[src/rtl/fft_frame_ctrl_pkg.sv]
// Shared FFT package: default frame geometry and the read-side FSM state encoding.
package fft_frame_ctrl_pkg;

    localparam int DEF_BIT_WIDTH = 16;
    localparam int DEF_N         = 9;
    localparam int DEF_FFT_SIZE  = 512;

    typedef enum logic [1:0] {
        RD_IDLE,
        RD_LOAD,
        RD_START,
        RD_WAIT_DONE
    } rd_state_e;

endpackage

[src/rtl/fft_frame_ctrl.sv]
// Ping-pong frame controller: fills RAM A/B from a sample stream and replays each
// full frame into an FFT core, dropping (and counting) samples when both are full.
module fft_frame_ctrl
    import fft_frame_ctrl_pkg::*;
#(
    parameter int BIT_WIDTH = DEF_BIT_WIDTH,
    parameter int N         = DEF_N,
    parameter int FFT_SIZE  = DEF_FFT_SIZE
) (
    input  logic                 clk,
    input  logic                 reset,
    input  logic                 sample_valid,
    input  logic [BIT_WIDTH-1:0] sample_in,
    output logic                 we_a,
    output logic                 we_b,
    output logic [N-1:0]         addr_a,
    output logic [N-1:0]         addr_b,
    output logic [BIT_WIDTH-1:0] wr_data,
    input  logic [BIT_WIDTH-1:0] dout_a,
    input  logic [BIT_WIDTH-1:0] dout_b,
    output logic                 fft_load,
    output logic [N-1:0]         fft_add,
    output logic [BIT_WIDTH-1:0] fft_din,
    output logic                 fft_start,
    input  logic                 fft_done,
    input  logic                 ovr_clr,
    output logic                 overrun,
    output logic [15:0]          drop_cnt,
    output logic                 busy,
    output rd_state_e            dbg_state
);

    localparam logic [N-1:0] LAST_IDX = N'(FFT_SIZE - 1);

    rd_state_e      state, state_nxt;
    logic           wr_buf, rd_buf;
    logic [N-1:0]   wr_idx, rd_idx, rd_idx_nxt;
    logic [1:0]     full;
    logic           we_q, we_buf_q, load_q;
    logic [N-1:0]   wr_addr_q;
    logic           accept, drop, frame_done;

    assign accept     = sample_valid && !full[wr_buf];
    assign drop       = sample_valid &&  full[wr_buf];
    assign frame_done = (state == RD_WAIT_DONE) && fft_done;

    // The write is issued one cycle after the sample; its address is latched so
    // wr_idx can already advance for a back-to-back sample.
    always_ff @(posedge clk or negedge reset) begin
        if (!reset) begin
            wr_buf    <= 1'b0;
            wr_idx    <= '0;
            we_q      <= 1'b0;
            we_buf_q  <= 1'b0;
            wr_addr_q <= '0;
            wr_data   <= '0;
        end else begin
            we_q <= accept;
            if (accept) begin
                we_buf_q  <= wr_buf;
                wr_addr_q <= wr_idx;
                wr_data   <= sample_in;
                if (wr_idx == LAST_IDX) begin
                    wr_idx <= '0;
                    wr_buf <= ~wr_buf;
                end else begin
                    wr_idx <= wr_idx + N'(1);
                end
            end
        end
    end

    // Set and clear never hit the same bit: a buffer being released is full, so it cannot be written.
    always_ff @(posedge clk or negedge reset) begin
        if (!reset) begin
            full <= 2'b00;
        end else begin
            if (accept && (wr_idx == LAST_IDX)) full[wr_buf] <= 1'b1;
            if (frame_done)                     full[rd_buf] <= 1'b0;
        end
    end

    always_ff @(posedge clk or negedge reset) begin
        if (!reset) begin
            overrun  <= 1'b0;
            drop_cnt <= '0;
        end else if (ovr_clr) begin
            overrun  <= 1'b0;
            drop_cnt <= '0;
        end else if (drop) begin
            overrun <= 1'b1;
            if (drop_cnt != 16'hFFFF) drop_cnt <= drop_cnt + 16'd1;
        end
    end

    always_comb begin
        state_nxt  = state;
        rd_idx_nxt = rd_idx;
        case (state)
            RD_IDLE: begin
                if (full[rd_buf]) begin
                    state_nxt  = RD_LOAD;
                    rd_idx_nxt = '0;
                end
            end
            RD_LOAD: begin
                if (rd_idx == LAST_IDX) begin
                    state_nxt  = RD_START;
                    rd_idx_nxt = '0;
                end else begin
                    rd_idx_nxt = rd_idx + N'(1);
                end
            end
            RD_START:     state_nxt = RD_WAIT_DONE;
            RD_WAIT_DONE: if (fft_done) state_nxt = RD_IDLE;
            default:      state_nxt = RD_IDLE;
        endcase
    end

    // Load strobe/index are delayed one cycle to line up with the synchronous RAM read.
    always_ff @(posedge clk or negedge reset) begin
        if (!reset) begin
            state     <= RD_IDLE;
            rd_idx    <= '0;
            rd_buf    <= 1'b0;
            load_q    <= 1'b0;
            fft_add   <= '0;
            fft_start <= 1'b0;
        end else begin
            state     <= state_nxt;
            rd_idx    <= rd_idx_nxt;
            load_q    <= (state == RD_LOAD);
            fft_add   <= rd_idx;
            fft_start <= (state == RD_START);
            if (frame_done) rd_buf <= ~rd_buf;
        end
    end

    assign we_a      = we_q && !we_buf_q;
    assign we_b      = we_q &&  we_buf_q;
    assign addr_a    = ((state == RD_LOAD) && !rd_buf) ? rd_idx : wr_addr_q;
    assign addr_b    = ((state == RD_LOAD) &&  rd_buf) ? rd_idx : wr_addr_q;
    assign fft_load  = load_q;
    assign fft_din   = rd_buf ? dout_b : dout_a;
    assign busy      = (state != RD_IDLE);
    assign dbg_state = state;

endmodule
[config.mk]
export PLATFORM = sky130hd
export DESIGN_NAME = fft_frame_ctrl
export DESIGN_NICKNAME = d
export VERILOG_FILES = /design/src/rtl/fft_frame_ctrl_pkg.sv /design/src/rtl/fft_frame_ctrl.sv
export SDC_FILE = /design/constraint.sdc
export NUM_CORES = 1
export LEC_CHECK = 0
export CORE_ASPECT_RATIO = 0.9
export CORE_MARGIN = 10
export CORE_UTILIZATION = 43
export DETAILED_ROUTE_END_ITERATION = 10
export DONT_BUFFER_PORTS = 1
export GPL_ROUTABILITY_DRIVEN = 1
export HOLD_SLACK_MARGIN = 0.15
export PLACE_DENSITY = 0.59
export SYNTH_ARGS = -nofsm -noshare
export SYNTH_HDL_FRONTEND = slang
export SYNTH_SLANG_ARGS = --single-unit
[constraint.sdc]
create_clock -name clk -period 3.3 [get_ports clk]
set_clock_uncertainty 0.1 [all_clocks]
set_input_delay 0.33 -clock clk [delete_from_list [all_inputs] [get_ports clk]]
set_output_delay 0.33 -clock clk [all_outputs]
set_load 0.005 [all_outputs]
==> results of run 1 <==
-- layer usage --
metal	global-route usage	routed length (um)	vias up
met2	0.2349	4786	124
met1	0.1836	4357	1434
li1	-	-	1422
met4	0.03177	50	0
met3	0.06970	1169	5
met5	0	0	-
-- worst paths after layout --
path	startpoint	end	slack (ns)
max reg2reg	rd_idx[0]	rd_idx[7]	0.84
max in group asynchronous	reset	wr_buf	2.29
min in group asynchronous	reset	drop_cnt[6]	0.47
max	rd_idx[0]	rd_idx[7]	0.84
min reg2reg	rd_idx[7]	fft_add[7]	0.35
min	sample_valid	drop_cnt[10]	0.22
-- registers in the layout, indices dropped and copies added (netlist names), 2 cells and up --
| name | count |
|---|---|
| fft_add | 9 |
| full | 2 |
| dbg_state | 2 |
| rd_idx | 9 |
| drop_cnt | 16 |
| wr_idx | 9 |
| wr_data | 16 |
| wr_addr_q | 9 |
-- stage by stage --
| stage | instances | hold slack (ns) |
|---|---|---|
| 2_1_floorplan | 399 | -0.06559 |
| 3_3_place_gp | 507 | -0.06155 |
| 3_5_place_dp | 507 | -0.06147 |
| 4_1_cts | 544 | 0.1872 |
| 5_1_grt | 544 | 0.2140 |
| 6_report | 544 | 0.2169 |
-- power by group --
group / total, mW / internal [mW] / switching, mW
clock: 0.805 / 0.444 / 0.360
combinational: 0.213 / 0.101 / 0.112
sequential: 1.12 / 1.04 / 0.0769
total: 2.14 / 1.59 / 0.550
-- cell usage in the layout (no fill, tap or decap), types with 5 or more instances in the layout --
cell type	instances
a21oi_1	14
ha_1	10
and2_1	5
nor2_1	21
o31ai_1	8
dlygate4sd3_1	20
nand2b_1	9
dfrtp_1	79
clkbuf_8	10
nor2b_1	8
mux2_2	40
o21ai_0	14
inv_1	8
and3_1	7
nand2_1	93
or4_1	6
nor4_1	5
nand3_1	8
-- logic make-up after synthesis --
family,count (synthesis),share of synthesized area
multiplexers,48,0.1335
XOR/XNOR,5,0.01092
flip-flops,79,0.4928
buffers and inverters,26,0.02651
adder cells (fa/ha/maj),10,0.03119
AO/OA/AOI/OAI,48,0.07393
AND/OR/NAND/NOR,183,0.2311
-- worst max-delay path, delay by kind of cell (launching register included) --
kind                       cells  cell delay (ns)
DFF                            1             0.45
AOI/OAI and AO/OA              1             0.29
adders and majority gates      2             0.41
and+or+nand+nor                5             1.11
-- cells in the mapped netlist (all sizes together), types with 9 or more instances --
| master | count |
|---|---|
| clkbuf | 9 |
| mux2 | 44 |
| o21ai | 14 |
| nand2 | 94 |
| nor2 | 22 |
| a21oi | 14 |
| dfrtp | 79 |
| ha | 10 |
| nand2b | 9 |
-- cell type report --
type | count | area [um^2] | area share
repair buffers | 24 | 250.2 | 0.05484
clock inverters | 6 | 83.83 | 0.01837
flip-flops and latches | 79 | 1977 | 0.4332
well taps | 122 | 152.6 | 0.03345
multi-input cells | 294 | 1928 | 0.4225
clock buffers | 10 | 137.6 | 0.03016
inverters | 9 | 33.78 | 0.007403
-- timing repair --
item | CTS | global route
setup buffers | 0 | 0
hold endpoints to repair | 120 | 0
hold buffers | 21 | 0
==> summary.txt, run 1 <==
Logic synthesis
  • Synthesized Nets: 462
  • Top FF cell, synth: dfrtp_1
  • Sequential share of the synthesized area: 0.4928
  • Top post-synthesis cells by area: dfrtp_1, mux2_2, nand2_1
  • Synth top area share: 0.4928
  • Mapped Area: 4011 um^2
  • Mean post-synth cell area: 10.05 um^2
  • Mapped Cells: 399
  • #FFs+latches synth: 79
  • Post-synth EDFFs: 0
  • Post-synth top area cell: dfrtp_1
  • Asr flop ratio synth: 1.000
  • Synth cell types: 44
  • Ys Warns: 0

Setup path
  • Ordered list of cells on the worst path: ha_1 > and3_1 > nand3_1 > nor2_1 > ha_1 > nand2b_1 > or2_0 > o41ai_1
  • Max stage delay on crit path: 0.45 ns
  • CP Max Fanout: 9
  • Worst path arrival time: 2.60 ns
  • Critical path's slowest cell: dfrtp_1
  • Setup CP Type: reg -> reg
  • Most frequent cell on the critical path: ha_1
  • Worst Setup End Kind: flop
  • Startpoint types: flop
  • CP Data Required Time: 3.44 ns
  • Cells on worst reg2reg path: 8

Die
  • Initial Utilization: 0.4396
  • Die area: 13600 um^2
  • Core Area: 9125 um^2
  • Row Count: 33
  • Chip width: 121.8 um
  • Die height: 111.6 um
  • I/O pins: 136

Final layout
  • Layout Utilization: 0.5001
  • # fillers: 820
  • Design area: 4563 um^2
  • Layout cells sized above 1: 0.1564
  • Synthesis-to-finish area growth: 13.76%
  • Nets: 480
  • Ant diodes: 0

Detailed routing
  • Routed Antenna Nets: 0
  • Post-DR wirelength/cell: 19.05 um
  • Detailed Route Iter0 Violations: 195
  • Routed Wire Length: 10.36 mm
  • Initial DRT Pass Iterations: 4
  • Via count of the routed design: 2985
  • Vias per cell: 5.487
  • # DRC: 0

STA
  • Rel. slew slack: 0.4239
  • Pins Over Slew Limit: 0
  • Final setup viols: 0
  • Final worst path period share: 0.7463
  • Worst setup margin: 0.8373 ns
  • Post-layout min period: 2.463 ns
  • Max Clk Rate: 406.1 MHz
  • Post-Route Setup TNS: 0 ns
  • Actual slew at the worst max-slew pin: 0.8612 ns
  • Final hold violation count: 0
  • RSZ-0062 raised after global routing: no

Clocking
  • Num Clock Sinks: 79
  • CTS tree: done
  • CTS root buf: clkbuf_8
  • CTS Buffer Depth: 2
  • Post-CTS Resized: 0
  • Worst-path clk slew: 0.08 ns
  • H-tree Lvls: 3
  • Num CTS Buffers: 9
  • Clock Latency Late Sink: 0.35 ns

Placed design
  • Gpl congestion: 0.7685
  • Pre-CTS setup slack: 0.8897 ns
  • Post-detail-place hpwl: 7.400 mm
  • Buffers on Ports: 0
  • Dpl cell area: 4114 um^2

Pwr
  • Max IR drop VDD: 0.2723 mV
  • Tot Pwr: 2.135 mW
  • PD cells: 467.9 nW/um^2
  • Pleak: 2.106 nW

Job
  • Max-cap violation count: 0

Global routing
  • Overflow after GRT: 0
  • Vias in the first global route: 3031
  • Largest net degree at the start of global routing: 80
  • Initial antenna violation count: 0
  • Gr usage total: 0.1497
  • First-pass GRT wire length: 16.54 mm

Min path
  • Hold depth: 3
  • Hold Path Class: in -> reg

Run status
  • Status: finished clean
Power figures use the tool's default switching activity.
==> run 2: changes to the inputs <==
Clock period 3.3 ns to 2.5 ns, I/O delays scaled along.
==> summary.txt, run 2 (synthesized netlist as in run 1, its figures left out) <==
Die
  • Core Area: 9125 um^2 (unchanged)
  • Row Count: 33 (unchanged)
  • Die height: 111.6 um (unchanged)
  • Die area: 13600 um^2 (unchanged)
  • Chip width: 121.8 um (unchanged)
  • Initial Utilization: 0.4396 (unchanged)
  • I/O pins: 136 (unchanged)

Detailed routing
  • Vias per cell: 5.536 (was 5.487)
  • Routed Antenna Nets: 0 (unchanged)
  • Via count of the routed design: 3045 (was 2985)
  • Post-DR wirelength/cell: 18.47 um (was 19.05 um)
  • Initial DRT Pass Iterations: 4 (unchanged)
  • Routed Wire Length: 10.16 mm (was 10.36 mm)
  • Detailed Route Iter0 Violations: 168 (was 195)
  • # DRC: 0 (unchanged)

Clocking
  • Num Clock Sinks: 79 (unchanged)
  • Num CTS Buffers: 9 (unchanged)
  • CTS tree: done (unchanged)
  • CTS root buf: clkbuf_8 (unchanged)
  • CTS Buffer Depth: 2 (unchanged)
  • Clock Latency Late Sink: 0.35 ns (about the same)
  • H-tree Lvls: 3 (unchanged)
  • Worst-path clk slew: 0.08 ns (about the same)

Global routing
  • First-pass GRT wire length: 16.28 mm (was 16.54 mm)
  • Vias in the first global route: 3062 (was 3031)
  • Initial antenna violation count: 0 (unchanged)
  • Largest net degree at the start of global routing: 80 (unchanged)
  • Gr usage total: 0.1458 (was 0.1497)
  • Overflow after GRT: 0 (unchanged)

STA
  • Post-Route Setup TNS: 0 ns (unchanged)
  • Final worst path period share: 0.9600
  • RSZ-0062 raised after global routing: no (unchanged)
  • Rel. slew slack: 0.4262 (was 0.4239)
  • Post-layout min period: 2.400 ns
  • Final hold violation count: 0 (unchanged)
  • Pins Over Slew Limit: 0 (unchanged)
  • Actual slew at the worst max-slew pin: 0.8579 ns (was 0.8612 ns)
  • Max Clk Rate: 416.7 MHz
  • Final setup viols: 0 (unchanged)
  • Hold Slack: 0.2185 ns (was 0.2169 ns)

Final layout
  • Non-filler cells, final: 550 (was 544)
  • Most frequent cells in the layout: nand2_1, dfrtp_1, mux2_2, dlygate4sd3_1, nor2_1 (was nand2_1, dfrtp_1, mux2_2, nor2_1, dlygate4sd3_1)
  • Largest regs: drop_cnt (16), wr_data (16) (unchanged)
  • Ant diodes: 0 (unchanged)
  • Synthesis-to-finish area growth: 14.72% (was 13.76%)
  • Layout cells sized above 1: 0.1682 (was 0.1564)
  • Commonest non-fill, non-tap cell in the layout: nand2_1 (unchanged)
  • Nets: 486 (was 480)

Placed design
  • Buffers on Ports: 0 (unchanged)
  • Gpl congestion: 0.7800 (was 0.7685)
  • Post-detail-place hpwl: 7.150 mm (was 7.400 mm)
  • DP Cell Count: 511 (was 507)

Setup path
  • Worst path arrival time: 2.05 ns (was 2.60 ns)
  • Worst Setup End Kind: output pin (was flop)
  • CP Max Fanout: 9 (unchanged)
  • Startpoint types: flop (unchanged)
  • CP Data Required Time: 2.15 ns (was 3.44 ns)
  • R2R Setup Slk: 0.18 ns (was 0.84 ns)
  • Setup CP Type: reg -> out (was reg -> reg)

Pwr
  • Tot Pwr: 2.746 mW (was 2.135 mW)
  • PD cells: 596.8 nW/um^2 (was 467.9 nW/um^2)
  • Max IR drop VDD: 0.2450 mV (was 0.2723 mV)
  • Pleak: 2.122 nW (was 2.106 nW)

Min path
  • Hold Path Class: in -> reg (unchanged)

Job
  • Max-cap violation count: 0 (unchanged)

Run status
  • Status: finished clean (unchanged)
-- run 2: final cells by class --
type	instances	area [um^2]
clock buffers	11	151.4
flip-flops and latches	79	1979
well taps	122	152.6
clock inverters	5	56.30
multi-input cells	294	1928
repair buffers	30	300.3
fillers	801	4523
inverters	9	33.78
-- run 2: path summary, 6_finish.rpt --
check,depth (start not counted),from,end
setup / recovery,4,dbg_state[1],addr_a[0]
hold / removal,2,sample_valid,we_q
setup reg to reg,6,drop_cnt[0],drop_cnt[8]
hold reg to reg,0,rd_idx[3],fft_add[3]
max in group asynchronous,2,reset,drop_cnt[0]
min in group asynchronous,2,reset,wr_data[9]
-- run 2: worst max-delay path: stages (launching register included) --
cell,delay (ns)
dfrtp_1,0.46
inv_1,0.12
ha_1,0.28
nand2b_1,0.41
mux2_2,0.43
-- run 2: metrics by stage --
step                worst slack, ns    util  instance area [um^2]
finish                      0.09994  0.5043                  4602
global route              0.0001703  0.5043                  4602
CTS                         0.08205  0.5040                  4599
detailed placement           0.2146  0.4541                  4144
global placement             0.3543  0.4541                  4144
floorplan                    0.2859       -                  4011
-- run 2: repair_timing --
item / CTS / global route
hold buffers: 23 / 0
endpoints found under the setup margin: 0 / 1
resized for setup: 0 / 2
hold endpoints to repair: 120 / 0
setup buffers: 0 / 0
-- run 2: metal layers --
layer / track usage / share of wire / vias to the layer above
met4: 0.04130 / 0.012 / 0
met2: 0.2331 / 0.46 / 130
li1: - / - / 1433
met5: 0 / 0 / -
met1: 0.1744 / 0.43 / 1472
met3: 0.06212 / 0.10 / 10
-- run 2: power breakdown --
part	internal (mW)	total, mW	leakage, nW	switching (mW)
Clock	0.514	0.990	0.105	0.476
Combinational	0.134	0.283	1.01	0.149
Sequential	1.37	1.47	1.01	0.0996
==> run 3: changes to the inputs <==
Settings changed: ABC_AREA set to 1.
Clock period 2.5 ns to 2.6 ns, I/O delays scaled along.
==> summary.txt, run 3 <==
Global routing
  • Vias in the first global route: 3399 (was 3062)
  • Overflow after GRT: 0 (unchanged)
  • Initial antenna violation count: 0 (unchanged)
  • First-pass GRT wire length: 17.18 mm (was 16.28 mm)
  • Largest net degree at the start of global routing: 80 (unchanged)
  • Gr usage total: 0.1521 (was 0.1458)

STA
  • RSZ-0062 raised after global routing: no (unchanged)
  • Final hold violation count: 0 (unchanged)
  • Max Clk Rate: 428.1 MHz
  • Pins Over Slew Limit: 0 (unchanged)
  • Final worst path period share: 0.8984
  • Actual slew at the worst max-slew pin: 0.5262 ns (was 0.8579 ns)
  • Final setup viols: 0 (unchanged)
  • Post-Route Setup TNS: 0 ns (unchanged)
  • Post-layout min period: 2.336 ns
  • Rel. slew slack: 0.6483 (was 0.4262)

Clocking
  • Post-CTS Resized: 0 (unchanged)
  • CTS tree: done (unchanged)
  • CTS root buf: clkbuf_8 (unchanged)
  • H-tree Lvls: 3 (unchanged)
  • Num CTS Buffers: 9 (unchanged)
  • Num Clock Sinks: 79 (unchanged)
  • CTS Buffer Depth: 2 (unchanged)
  • Buffer count from post-CTS setup fixing: 0 (unchanged)
  • Clock Latency Late Sink: 0.34 ns (was 0.35 ns)
  • Worst-path clk slew: 0.08 ns (about the same)

Final layout
  • Nets: 610 (was 486)
  • Synthesis-to-finish area growth: 13.65% (was 14.72%)
  • Commonest non-fill, non-tap cell in the layout: nand2_1 (unchanged)
  • Most frequent cells in the layout: nand2_1, dfrtp_1, inv_1, nor2_1, o21ai_0 (was nand2_1, dfrtp_1, mux2_2, dlygate4sd3_1, nor2_1)
  • Largest regs: drop_cnt (16), wr_data (16) (unchanged)
  • Ant diodes: 0 (unchanged)
  • Layout Utilization: 0.5024 (was 0.5043)
  • Layout cells sized above 1: 0.08152 (was 0.1682)

Logic synthesis
  • Post-synth EDFFs: 0 (unchanged)
  • Most common library cells after synthesis: nand2_1, dfrtp_1, inv_1 (was nand2_1, dfrtp_1, mux2_2)
  • Synth top area share: 0.4901 (was 0.4928)
  • Mapped Area: 4034 um^2 (was 4011 um^2)
  • Most frequent cell after synthesis: nand2_1 (unchanged)
  • Post-synth top area cell: dfrtp_1 (unchanged)
  • #FFs+latches synth: 79 (unchanged)
  • Synthesized Nets: 589 (was 462)
  • Top post-synthesis cells by area: dfrtp_1, nand2_1, inv_1 (was dfrtp_1, mux2_2, nand2_1)
  • Synth cell types: 31 (was 44)
  • Top FF cell, synth: dfrtp_1 (unchanged)
  • Mapped Cells: 526 (was 399)
  • Mean post-synth cell area: 7.669 um^2 (was 10.05 um^2)
  • Sequential share of the synthesized area: 0.4901 (was 0.4928)
  • Asr flop ratio synth: 1.000 (unchanged)
  • Ys Warns: 0 (unchanged)

Min path
  • Hold depth: 4 (was 2)
  • Hold Path Class: in -> reg (unchanged)

Job
  • Max-cap violation count: 0 (unchanged)

Die
  • I/O pins: 136 (unchanged)
  • Chip width: 122.1 um (was 121.8 um)
  • Row Count: 33 (unchanged)
  • Initial Utilization: 0.4421 (was 0.4396)
  • Die height: 111.9 um (was 111.6 um)
  • Die area: 13660 um^2 (was 13600 um^2)
  • Core Area: 9125 um^2 (unchanged)

Detailed routing
  • Routed Antenna Nets: 0 (unchanged)
  • Initial DRT Pass Iterations: 6 (was 4)
  • Post-DR wirelength/cell: 15.03 um (was 18.47 um)
  • Vias per cell: 4.935 (was 5.536)
  • Detailed Route Iter0 Violations: 283 (was 168)
  • Via count of the routed design: 3326 (was 3045)
  • # DRC: 0 (unchanged)
  • Routed Wire Length: 10.13 mm (was 10.16 mm)

Pwr
  • PD cells: 627.9 nW/um^2 (was 596.8 nW/um^2)
  • Pleak: 2.317 nW (was 2.122 nW)
  • Max IR drop VDD: 0.3465 mV (was 0.2450 mV)

Setup path
  • CP delay by family, top: flip-flops (unchanged)
  • Cells on worst reg2reg path: 13 (was 6)
  • Critical path's slowest cell: dfrtp_1 (unchanged)
  • CP Max Fanout: 18 (was 9)
  • Setup CP Type: reg -> out (unchanged)
  • Max stage delay on crit path: 0.43 ns (was 0.46 ns)
  • Worst path arrival time: 1.98 ns (was 2.05 ns)
  • Bufs and invs on worst path: 1 (unchanged)
  • Startpoint types: flop (unchanged)
  • Critical path depth: 4 (unchanged)
  • Ordered list of cells on the worst path: inv_1 > ha_1 > nand2_1 > o21ai_0 (was inv_1 > ha_1 > nand2b_1 > mux2_2)
  • Worst Setup End Kind: output pin (unchanged)
  • CP Data Required Time: 2.24 ns (was 2.15 ns)

Placed design
  • Post-detail-place hpwl: 7.351 mm (was 7.150 mm)
  • Buffers on Ports: 0 (unchanged)
  • Gpl congestion: 0.8642 (was 0.7800)

Run status
  • Status: finished clean (unchanged)
## run 3: changes by cell type after synthesis, moves of 8 or more
cell,previous run,this run
o21ai_1,0,14
nand2_1,93,227
nand3_1,8,18
o21ai_0,14,28
nor2_1,21,32
nand2b_1,9,0
mux2_2,40,0
nor2b_1,8,0
o31ai_1,8,0
inv_1,8,39
## run 3: repair_timing
item                       in CTS  in global routing
setup endpoints to repair       0                  0
hold endpoints to repair      107                  0
hold buffers                   20                  0
## run 3: cell type report
cell class	instances	area, um^2
Tap cell	122	152.6
Sequential cell	79	1977
Clock buffer	10	127.6
Inverter	46	172.7
Clock inverter	6	93.84
Multi-Input combinational cell	388	1821
Timing Repair Buffer	23	240.2
Fill cell	860	4541
## run 3: path summary, 6_finish.rpt
check	slack, ns	start	endpoint
min	0.21	sample_valid	overrun
max in group asynchronous	1.70	reset	wr_data[15]
max	0.26	dbg_state[1]	addr_b[0]
min in group asynchronous	0.39	reset	drop_cnt[0]
min reg2reg	0.31	rd_idx[6]	fft_add[6]
max reg2reg	0.52	rd_idx[0]	rd_idx[3]
## run 3: worst register-to-register path, delay by kind of cell, from the launching register on
kind / cells / cell delay (ns)
AND/OR/NAND/NOR: 6 / 0.80
flip-flops: 1 / 0.44
adder cells (fa/ha/maj): 2 / 0.34
buffers and inverters: 4 / 0.23
AO/OA/AOI/OAI: 1 / 0.07
## run 3: cells by family after synthesis
kind of cell	after synthesis	share of synthesized area
simple gates	306	0.3139
xor+xnor	9	0.01954
fa+ha+maj	10	0.03102
compound gates	63	0.08685
buf+inv	59	0.05862
flops	79	0.4901
## run 3: metal layers
metal	GRT usage	vias up	wire, um
met4	0.03768	0	85
met1	0.1890	1519	4422
li1	-	1690	-
met5	0	-	0
met2	0.2504	108	4898
met3	0.04697	9	725
## run 3: report_power, final
part	internal (mW)	leakage (nW)	total, mW	switching, mW
Clock	0.549	0.112	1.00	0.450
Combinational	0.151	1.17	0.403	0.252
Sequential	1.35	1.03	1.48	0.121
Total	2.06	2.32	2.88	0.824
## run 3: through the flow
step                      hold WS (ns)  instances  setup WS, ns  total power, mW  instance area (um^2)
after floorplan                -0.1356        526        0.7567            1.749                  4034
after global placement         -0.1326        638        0.5838            1.844                  4145
after detailed placement       -0.1331        638        0.5242            1.858                  4145
after CTS                       0.1808        674        0.2126            2.938                  4584
after global routing            0.2015        674       0.01114            3.067                  4584
final                           0.2074        674        0.2642            2.879                  4584
